[src/rtl/mem_port_arbiter.sv]
// mem_port_arbiter: shares one fixed-latency, single-ported memory between
// the instruction-fetch (IF) port and the data-memory (DM) port.
// DM has priority; a streak counter stops DM from starving IF.
module mem_port_arbiter #(
    parameter int ADDR_W     = 16,
    parameter int DATA_W     = 32,
    parameter int MEM_LAT    = 2,
    parameter int STARVE_MAX = 4
) (
    input  logic              clk,
    input  logic              rst_n,
    input  logic              if_req_i,
    input  logic [ADDR_W-1:0] if_addr_i,
    output logic              if_done_o,
    output logic [DATA_W-1:0] if_rdata_o,
    output logic              if_stall_o,
    input  logic              dm_req_i,
    input  logic              dm_we_i,
    input  logic [ADDR_W-1:0] dm_addr_i,
    input  logic [DATA_W-1:0] dm_wdata_i,
    output logic              dm_done_o,
    output logic [DATA_W-1:0] dm_rdata_o,
    output logic              dm_stall_o,
    output logic              mem_en_o,
    output logic              mem_we_o,
    output logic [ADDR_W-1:0] mem_addr_o,
    output logic [DATA_W-1:0] mem_wdata_o,
    input  logic [DATA_W-1:0] mem_rdata_i
);

    localparam int CNT_W = (MEM_LAT > 1) ? $clog2(MEM_LAT) : 1;
    localparam int STK_W = $clog2(STARVE_MAX + 1);
    localparam logic [CNT_W-1:0] CNT_LOAD = CNT_W'(MEM_LAT - 1);
    localparam logic [STK_W-1:0] STK_MAX  = STK_W'(STARVE_MAX);

    typedef enum logic [1:0] {
        S_IDLE,
        S_BUSY,
        S_DONE
    } state_t;

    state_t              state_q,    state_d;
    logic [CNT_W-1:0]    cnt_q,      cnt_d;
    logic [STK_W-1:0]    streak_q,   streak_d;
    logic                owner_dm_q, owner_dm_d;
    logic                we_q,       we_d;
    logic [ADDR_W-1:0]   addr_q,     addr_d;
    logic [DATA_W-1:0]   wdata_q,    wdata_d;
    logic [DATA_W-1:0]   if_rdata_q, if_rdata_d;
    logic [DATA_W-1:0]   dm_rdata_q, dm_rdata_d;

    logic                grant_dm;
    logic                grant_if;

    // DM wins unless IF is waiting and has already been passed over STARVE_MAX times
    assign grant_dm = dm_req_i && !(if_req_i && (streak_q == STK_MAX));
    assign grant_if = if_req_i && !grant_dm;

    // State register and latched access; reset aborts any access in flight
    always_ff @(posedge clk or negedge rst_n) begin
        if (!rst_n) begin
            state_q    <= S_IDLE;
            cnt_q      <= '0;
            streak_q   <= '0;
            owner_dm_q <= 1'b0;
            we_q       <= 1'b0;
            addr_q     <= '0;
            wdata_q    <= '0;
            if_rdata_q <= '0;
            dm_rdata_q <= '0;
        end else begin
            state_q    <= state_d;
            cnt_q      <= cnt_d;
            streak_q   <= streak_d;
            owner_dm_q <= owner_dm_d;
            we_q       <= we_d;
            addr_q     <= addr_d;
            wdata_q    <= wdata_d;
            if_rdata_q <= if_rdata_d;
            dm_rdata_q <= dm_rdata_d;
        end
    end

    // Next-state: arbitrate in IDLE, count down the fixed latency in BUSY, pulse in DONE
    always_comb begin
        state_d    = state_q;
        cnt_d      = cnt_q;
        streak_d   = streak_q;
        owner_dm_d = owner_dm_q;
        we_d       = we_q;
        addr_d     = addr_q;
        wdata_d    = wdata_q;
        if_rdata_d = if_rdata_q;
        dm_rdata_d = dm_rdata_q;
        case (state_q)
            S_IDLE: begin
                if (!if_req_i) begin
                    streak_d = '0;
                end
                if (grant_dm) begin
                    state_d    = S_BUSY;
                    cnt_d      = CNT_LOAD;
                    owner_dm_d = 1'b1;
                    we_d       = dm_we_i;
                    addr_d     = dm_addr_i;
                    wdata_d    = dm_wdata_i;
                    // grant_dm with IF waiting implies streak < STARVE_MAX, so no overflow
                    if (if_req_i) begin
                        streak_d = streak_q + 1'b1;
                    end
                end else if (grant_if) begin
                    state_d    = S_BUSY;
                    cnt_d      = CNT_LOAD;
                    owner_dm_d = 1'b0;
                    we_d       = 1'b0;
                    addr_d     = if_addr_i;
                    streak_d   = '0;
                end
            end
            S_BUSY: begin
                if (cnt_q == '0) begin
                    state_d = S_DONE;
                    if (!we_q) begin
                        if (owner_dm_q) begin
                            dm_rdata_d = mem_rdata_i;
                        end else begin
                            if_rdata_d = mem_rdata_i;
                        end
                    end
                end else begin
                    cnt_d = cnt_q - 1'b1;
                end
            end
            S_DONE: begin
                state_d = S_IDLE;
            end
            default: begin
                state_d = S_IDLE;
            end
        endcase
    end

    assign mem_en_o    = (state_q == S_BUSY);
    assign mem_we_o    = (state_q == S_BUSY) && we_q;
    assign mem_addr_o  = addr_q;
    assign mem_wdata_o = wdata_q;

    assign if_done_o   = (state_q == S_DONE) && !owner_dm_q;
    assign dm_done_o   = (state_q == S_DONE) &&  owner_dm_q;
    assign if_rdata_o  = if_rdata_q;
    assign dm_rdata_o  = dm_rdata_q;

    // Stall is the only combinational input-to-output path
    assign if_stall_o  = if_req_i && !if_done_o;
    assign dm_stall_o  = dm_req_i && !dm_done_o;

endmodule

[config.mk]
export PLATFORM = sky130hd
export DESIGN_NAME = mem_port_arbiter
export DESIGN_NICKNAME = d
export VERILOG_FILES = /design/src/rtl/mem_port_arbiter.sv
export SDC_FILE = /design/constraint.sdc
export NUM_CORES = 1
export LEC_CHECK = 0
export ABC_CLOCK_PERIOD_IN_PS = 2100
export CAP_MARGIN = 20
export CELL_PAD_IN_SITES_DETAIL_PLACEMENT = 1
export CELL_PAD_IN_SITES_GLOBAL_PLACEMENT = 1
export CORE_MARGIN = 8
export CORE_UTILIZATION = 33
export DETAILED_ROUTE_END_ITERATION = 8
export HOLD_SLACK_MARGIN = 0.08
export PLACE_DENSITY_LB_ADDON = 0.1
export SLEW_MARGIN = 20
export SYNTH_ARGS = -nofsm -noshare
export SYNTH_HDL_FRONTEND = slang
export SYNTH_SLANG_ARGS = --single-unit
[constraint.sdc]
create_clock -name clk -period 2.1 [get_ports clk]
set_input_delay 0.42 -clock clk [delete_from_list [all_inputs] [get_ports clk]]
set_output_delay 0.42 -clock clk [all_outputs]
set_load 0.05 [all_outputs]
**After elaboration in Yosys (flattened, before gate mapping)**

Index checks and enable logic that the tools add are counted.

- Register bits: 120
- Bits in latches: 0
- Bits in writable memories: 0
- ROM bits: 0
- Output and inout bits: 118
- Logic and storage cells: 58
- Memories kept: 0

- Add/sub/neg operators: 2
- $mul: 0
- Div/mod/pow operators: 0
- Order comparisons: 0
- Equal/unequal tests: 5
- Shift-type cells: 0
- Mux-type cells: 17
- Bitwise logic cells: 3
- Reductions and logical operators: 22

Operator list:

| operator | count |
|---|---|
| $mux W16 | 2 |
| $mux W3 | 4 |
| $logic_and A1 B1 Y1 | 8 |
| $reduce_and A2 Y1 | 4 |
| $reduce_and A4 Y1 | 2 |
| $mux W1 | 6 |
| $mux W2 | 3 |
| $logic_not A1 Y1 | 5 |
| $pmux W2 S2 | 1 |
| $reduce_bool A2 Y1 | 2 |
| $add A3 B1 Y3 const B | 1 |
| $eq A3 B3 Y1 const B | 1 |
| $ne A3 B3 Y1 const B | 1 |
| $not A1 Y1 | 3 |
| $eq A2 B1 Y1 const B | 1 |
| $eq A2 B2 Y1 const B | 1 |
| $logic_not A2 Y1 | 1 |
| $ne A2 B2 Y1 const B | 1 |
| $pmux W1 S2 | 1 |
| $sub A1 B1 Y1 const B | 1 |

**Depth between registers and ports, before layout**

Gate-level depths: netlist of run 1.

- Depth after elaboration: 9
- Gate-level depth with buffers: 7
- Depth with buffers taken out: 5

**Worst setup path after synthesis of run 1**

No wires, ideal clock.

- Kind: register -> output
- From: reg state_q[0]
- To: out dm_stall_o
- Arrival: 2.230 ns
- Setup slack: -0.550 ns
- Stages on the path, launching flop included: 3
- Path buffers: 0
- Cell sequence: dfrtp_1 -> nor3b_1 -> nor2b_1

- Word-level cells in the longest chain between the ends: 4

Ends and longest elaborated chain:

| what | RTL line | text |
|---|---|---|
| start: declaration | 42 | `state_t state_q, state_d;` |
| start signal: assignment | 72 | `state_q <= state_d;` |
| $eq A2 B2 Y1 | 149 | `assign dm_done_o = (state_q == S_DONE) && owner_dm_q;` |
| $logic_and A1 B1 Y1 | 149 |  |
| named net dm_done_o | 21 | `output logic dm_done_o,` |
| $logic_not A1 Y1 | 155 | `assign dm_stall_o = dm_req_i && !dm_done_o;` |
| $logic_and A1 B1 Y1 | 155 |  |
| end: declaration | 23 | `output logic dm_stall_o,` |

The timed path passes the listed nets, and every way through them passes these cells.

**Final worst setup path of run 1**

- From: reg dm_rdata_q[13] (netlist: dm_rdata_o[13])
- To: out dm_rdata_o[13]

RTL lines:

| what | RTL line | text |
|---|---|---|
| start: declaration | 50 | `logic [DATA_W-1:0] dm_rdata_q, dm_rdata_d;` |
| start signal: assignment | 80 | `dm_rdata_q <= dm_rdata_d;` |
| end: declaration | 22 | `output logic [DATA_W-1:0] dm_rdata_o,` |

No word-level cell between the ends.

==> run metrics, run 1 <==
Core Box Area=14600 um^2; RSZ-0062 raised after global routing=false; Post-Syn Instances=342; CP bufs+invs=1; Crit-path slowest cell=clkdlybuf4s50_1; commonest non-fill, non-tap cell in the layout=clkdlybuf4s50_1; cell family with most CP delay=buffers and inverters; Max VDD drop=0.892 mV; Distinct cells, synth=30; largest net degree at the start of global routing=63; register area share after synthesis=0.609; EDFF count, synth=0; most frequent cells in the layout=211 x clkdlybuf4s50_1, 120 x dfrtp_1, 65 x mux2_2; Mapped Avg Cell Area=14.4 um^2; vias in the first global route=4251; worst r2r path cells=4; Synth async-reset ratio=1.00; CTS tree=yes; Port-buffer cells=218; R2R Setup Slk=0.20 ns; status=complete, no violations; Leakage=3.48 nW; final hold vios=0; placed insts=734; Initial Utilization=0.338; CTS root buf=clkbuf_16; Top Metal Used=met4; Synthesized Nets=445; share of layout cells above drive strength 1=0.264; die height=138 um; crit-path max FO=2; Crit path largest cell delay=0.83 ns; Layout Utilization=0.553; final worst path period share=0.970; Routed Antenna Nets=0; Iteration-0 DRC Markers=145; routability cong.=0.716; Worst Path Arrival=1.62 ns; DR DRC count=0; antenna violations before repair=1; Top Ports=219; via count=3688; Yosys warnings=0; Worst Setup End Kind=output port; post-route worst setup slack=0.0628 ns; Layout Cells excl Fill=768; worst slew pin tran=0.817 ns; top cells by area, synth=dfrtp_1 61%, mux2_2 15%, mux2_4 9.1%, o221ai_1 2.8%, nand4_1 2.3%; clock share of power=0.181; main flop type after synthesis=dfrtp_1; Syn Std Cell Area=4930 um^2; gr usage total=0.164; wire per inst=20.2 um; part of the power in registers=0.252; Clock Path Buffers=2; die area=19100 um^2; Max-Cap Viols=0; Peak Freq=0.491 GHz; DR vias/cell=4.80; Layout area overhead=63.6%; Setup CP Type=reg -> out; first-pass GRT wire length=24800 um; Setup WS pre-CTS=-0.102 ns; htree depth=4; clock slew seen by the registers of the worst setup and hold paths=0.05 ns; WL met3=913 um; GRT overflow=0; Pwr Density=2070 nW/um^2; combinational power share=0.568; TritonCTS sink count=120; Sw Share=0.453; Internal=0.00911 W; row count=44; Slew Limit Fails=0; register bit total from synthesis=120; Routed met1 length=6510 um; CP Launch Type=flip-flop; final-layout fill cell count=1444; HP Class=in -> async; worst reg2reg path startpoint=owner_dm_q; die width=138 um; Pwr Total=0.0167 W; clock latency on the worst-skew pair=0.41 ns; worst path required time=1.68 ns; DR pass1 iterations=4; Worst slew margin=0.455; WL final=15500 um; minimum clock period=2.04 ns; CTS Buf Count=17; worst r2r dst=dm_rdata_o[3]; Yosys top cell area share=0.609; switching power=0.00755 W; nets=673; Final setup viols=0; crit-path cells=clkdlybuf4s50_1; Detail Route met2 WL=7820 um; area leader, netlist=dfrtp_1; final setup skew=0.00987 ns; Detailed Place HPWL=11300 um
==> metrics by stage <==
step,area [um^2],setup TNS [ns],hold WS [ns]
after floorplan,4930,-1.10,0.124
after global placement,7430,0,0.372
after detailed placement,7430,-1.01,0.374
after CTS,8050,0,0.476
after global routing,8070,0,0.495
final,8070,0,0.476
==> worst register-to-register path: cells and delay by family, from the launching register on <==
kind,cells,cell delay (ns)
muxes,1,0.34
DFF,1,0.44
and+or+nand+nor,1,0.70
buffers and inverters,2,0.31
==> power by group through the flow <==
stage | clock network, W | registers [W] | logic, W
2_1_floorplan | 0 | 0.00801 | 0.00230
3_3_place_gp | 0 | 0.00416 | 0.00941
3_5_place_dp | 0 | 0.00423 | 0.00955
4_1_cts | 0.00308 | 0.00421 | 0.00960
5_1_grt | 0.00319 | 0.00436 | 0.00988
6_report | 0.00301 | 0.00419 | 0.00946
==> sequential cells by signal (all words and copies together) (netlist names) <==
name         flops
dm_rdata_o      32
if_rdata_o      32
mem_wdata_o     32
mem_addr_o      16
streak_q         3
state_q          2
cnt_q            1
owner_dm_q       1
we_q             1
==> area by class of cell <==
| class | count | area (um^2) | area share |
|---|---|---|---|
| sequential | 120 | 3000 | 0.372 |
| timing repair buffer | 233 | 2390 | 0.297 |
| multi-input combinational | 176 | 1740 | 0.216 |
| clock buffer | 19 | 433 | 0.0537 |
| tap | 184 | 230 | 0.0285 |
| clock inverter | 13 | 179 | 0.0222 |
| inverter | 22 | 82.6 | 0.0102 |
| antenna | 1 | 2.50 | 0.000310 |
==> cells in the mapped netlist (all sizes together), types with 2 or more instances <==
master  number
o21ai        5
clkbuf      13
nor3b        2
nor2b        2
inv         22
nor2         3
buf         11
ha           2
o221ai      16
a21o         2
nand4       18
mux2        96
nand3       19
dfrtp      120
and2         2
==> layer usage <==
metal / GRT usage / up-vias
met2: 0.271 / 133
li1: - / 1691
met3: 0.0558 / 16
met4: 0.0624 / 0
met1: 0.192 / 1848
met5: 0 / -
==> cells by family (layout without fill, tap and decap cells) <==
kind of cell | Yosys count | in the layout | share of synthesized area
flip-flops | 120 | 120 | 0.609
multiplexers | 96 | 96 | 0.242
AND/OR/NAND/NOR | 53 | 53 | 0.0632
buffers and inverters | 46 | 287 | 0.0416
AO/OA/AOI/OAI | 25 | 25 | 0.0388
adder cells (fa/ha/maj) | 2 | 2 | 0.00508
other | 0 | 1 | 0
==> worst max-delay path by stage <==
stage	from	to	cells past startpoint
2_1_floorplan	state_q[0]	dm_stall_o	2
3_3_place_gp	if_req_i	mem_addr_o[10]	4
3_5_place_dp	if_req_i	mem_addr_o[3]	4
4_1_cts	state_q[0]	dm_stall_o	3
5_1_grt	mem_addr_o[4]	mem_addr_o[4]	1
6_report	dm_rdata_o[13]	dm_rdata_o[13]	1
==> timing repair <==
item | CTS | global route
hold buffers | 1 | 0
resized for setup | 0 | 2
setup buffers | 0 | 0
endpoints found under the setup margin | 0 | 3
hold endpoints to repair | 26 | 0
Power figures use the tool's default switching activity.
==> run 2: changes to the inputs <==
- PLACE_DENSITY: default -> 0.85
- PLACE_DENSITY_LB_ADDON: 0.1 -> default
==> run 2 against run 1 <==
  * Die area is the same
  * Global-route usage up 0.83 points
  * Clock power is 6% lower
  * Fmax about the same
  * Final area shrank 0.26%
  * Cell count up 0.13%
  * Combinational power grew 0.4%
  * Largest cell class unchanged
==> run metrics, run 2 (synthesis gave the netlist of run 1 again) <==
row count=44 (unchanged); Routed Antenna Nets=0 (unchanged); vias in the first global route=4362 (+2.6%); wire per inst=21.0 um (+3.9%); CTS tree=yes; final setup skew=0.00988 ns (+0.0000130 ns); die width=138 um (unchanged); via count=3771 (+2.3%); die area=19100 um^2 (unchanged); cell family with most CP delay=buffers and inverters; Leakage=3.48 nW (about the same); postcts setup bufs=0 (unchanged); Setup CP Type=reg -> out; minimum clock period=2.04 ns (-0.000353 ns); Crit path largest cell delay=0.83 ns (about the same); CP bufs+invs=1 (unchanged); post-route worst setup slack=0.0631 ns (+0.000353 ns); GRT overflow=0 (unchanged); Initial Utilization=0.338 (unchanged); Layout area overhead=63.2%; final-layout fill cell count=1452 (+0.55%); worst path required time=1.68 ns (about the same); RSZ-0062 raised after global routing=false; antenna violations before repair=0 (-1); Iteration-0 DRC Markers=103 (-29%); largest net degree at the start of global routing=44 (-30%); Pwr Density=2060 nW/um^2 (-0.30%); Slew Limit Fails=0 (unchanged); htree depth=4 (unchanged); clock latency on the worst-skew pair=0.41 ns (about the same); DR pass1 iterations=4 (unchanged); TritonCTS sink count=120 (unchanged); Worst slew margin=0.482 (+0.0264); Max VDD drop=0.939 mV (+5.4%); Worst Setup End Kind=output port; nets=675 (+0.30%); share of layout cells above drive strength 1=0.270 (+0.00593); first-pass GRT wire length=26100 um (+5.3%); CTS Buf Count=17 (unchanged); gr usage total=0.172 (+0.00829); WL final=16100 um (+4.0%); most frequent cells in the layout=210 x clkdlybuf4s50_1, 120 x dfrtp_1, 65 x mux2_2; crit-path max FO=2 (unchanged); HP Class=in -> async; commonest non-fill, non-tap cell in the layout=clkdlybuf4s50_1; R2R Setup Slk=0.12 ns (-0.08 ns); final worst path period share=0.970 (about the same); status=complete, no violations; worst slew pin tran=0.777 ns (-0.0396 ns); CP Launch Type=flip-flop; clock slew seen by the registers of the worst setup and hold paths=0.06 ns (about the same); Setup WS pre-CTS=-0.0752 ns (+0.0265 ns); Peak Freq=0.491 GHz (about the same); Max-Cap Viols=0 (unchanged); Core Box Area=14600 um^2 (unchanged); DR DRC count=0 (unchanged); die height=138 um (unchanged); DR vias/cell=4.90 (+2.1%); crit-path cells=clkdlybuf4s50_1; Crit-path slowest cell=clkdlybuf4s50_1; Port-buffer cells=218 (unchanged); Worst Path Arrival=1.62 ns (about the same); final hold slack=0.497 ns (+0.0204 ns); routability cong.=0.752 (+4.9%); Clock Path Buffers=2 (unchanged); antenna cell count=0 (-1); Detailed Place HPWL=11900 um (+6.1%); CTS root buf=clkbuf_16; Final setup viols=0 (unchanged); Top Ports=219 (unchanged); final hold vios=0 (unchanged)
run 2: cell types whose count changed in the layout (fill, tap and decap cells not counted), sizes merged:
cell / previous run / this run
dlygate4sd2: 0 / 1
clkdlybuf4s50: 211 / 210
clkinv: 8 / 11
diode: 1 / 0
inv: 22 / 23
bufinv: 4 / 2
buf: 21 / 23
clkbuf: 19 / 17
run 2: where the power goes:
part / internal (W) / total, W / switching, W / leakage (nW)
logic: 0.00362 / 0.00950 / 0.00587 / 1.76
registers: 0.00350 / 0.00425 / 0.000746 / 1.43
clock network: 0.00175 / 0.00282 / 0.00108 / 0.287
run 2: layout make-up:
type / count / area [um^2] / share of cell area
timing repair buffer: 235 / 2410 / 0.299
clock inverter: 15 / 154 / 0.0191
inverter: 22 / 82.6 / 0.0103
clock buffer: 17 / 425 / 0.0529
multi-input combinational: 176 / 1740 / 0.217
tap: 184 / 230 / 0.0286
sequential: 120 / 3000 / 0.373
run 2: final timing paths:
path / startpoint / end / cells past startpoint
max: if_rdata_o[17] / if_rdata_o[17] / 1
min: rst_n / if_rdata_o[9] / 2
max reg2reg: owner_dm_q / dm_rdata_o[29] / 4
min reg2reg: mem_wdata_o[18] / mem_wdata_o[18] / 1
max in group asynchronous: rst_n / state_q[1] / 3
min in group clk: mem_wdata_o[18] / mem_wdata_o[18] / 1
run 2: repair_timing:
| action | 4_1_cts | 5_1_grt |
|---|---|---|
| endpoints found under the hold margin | 27 | 0 |
| setup endpoints to repair | 2 | 1 |
| pin swaps | 0 | 0 |
| gates resized for setup | 2 | 1 |
| hold buffers | 1 | 0 |
run 2: layer usage:
layer / vias up / share of wire / track usage
li1: 1691 / - / -
met1: 1909 / 0.42 / 0.200
met2: 159 / 0.51 / 0.293
met3: 12 / 0.063 / 0.0644
met4: 0 / 0.0079 / 0.0429
met5: - / 0 / 0
run 2: per-stage QoR:
stage / setup TNS [ns] / std cells / total power, W / instance area, um^2 / utilization
6_report: 0 / 769 / 0.0166 / 8050 / 0.551
3_3_place_gp: 0 / 736 / 0.0135 / 7450 / 0.510
3_5_place_dp: -0.460 / 736 / 0.0138 / 7450 / 0.510
5_1_grt: 0 / 769 / 0.0173 / 8050 / 0.551
2_1_floorplan: -1.10 / 342 / 0.0103 / 4930 / -
4_1_cts: 0 / 769 / 0.0168 / 8040 / 0.551
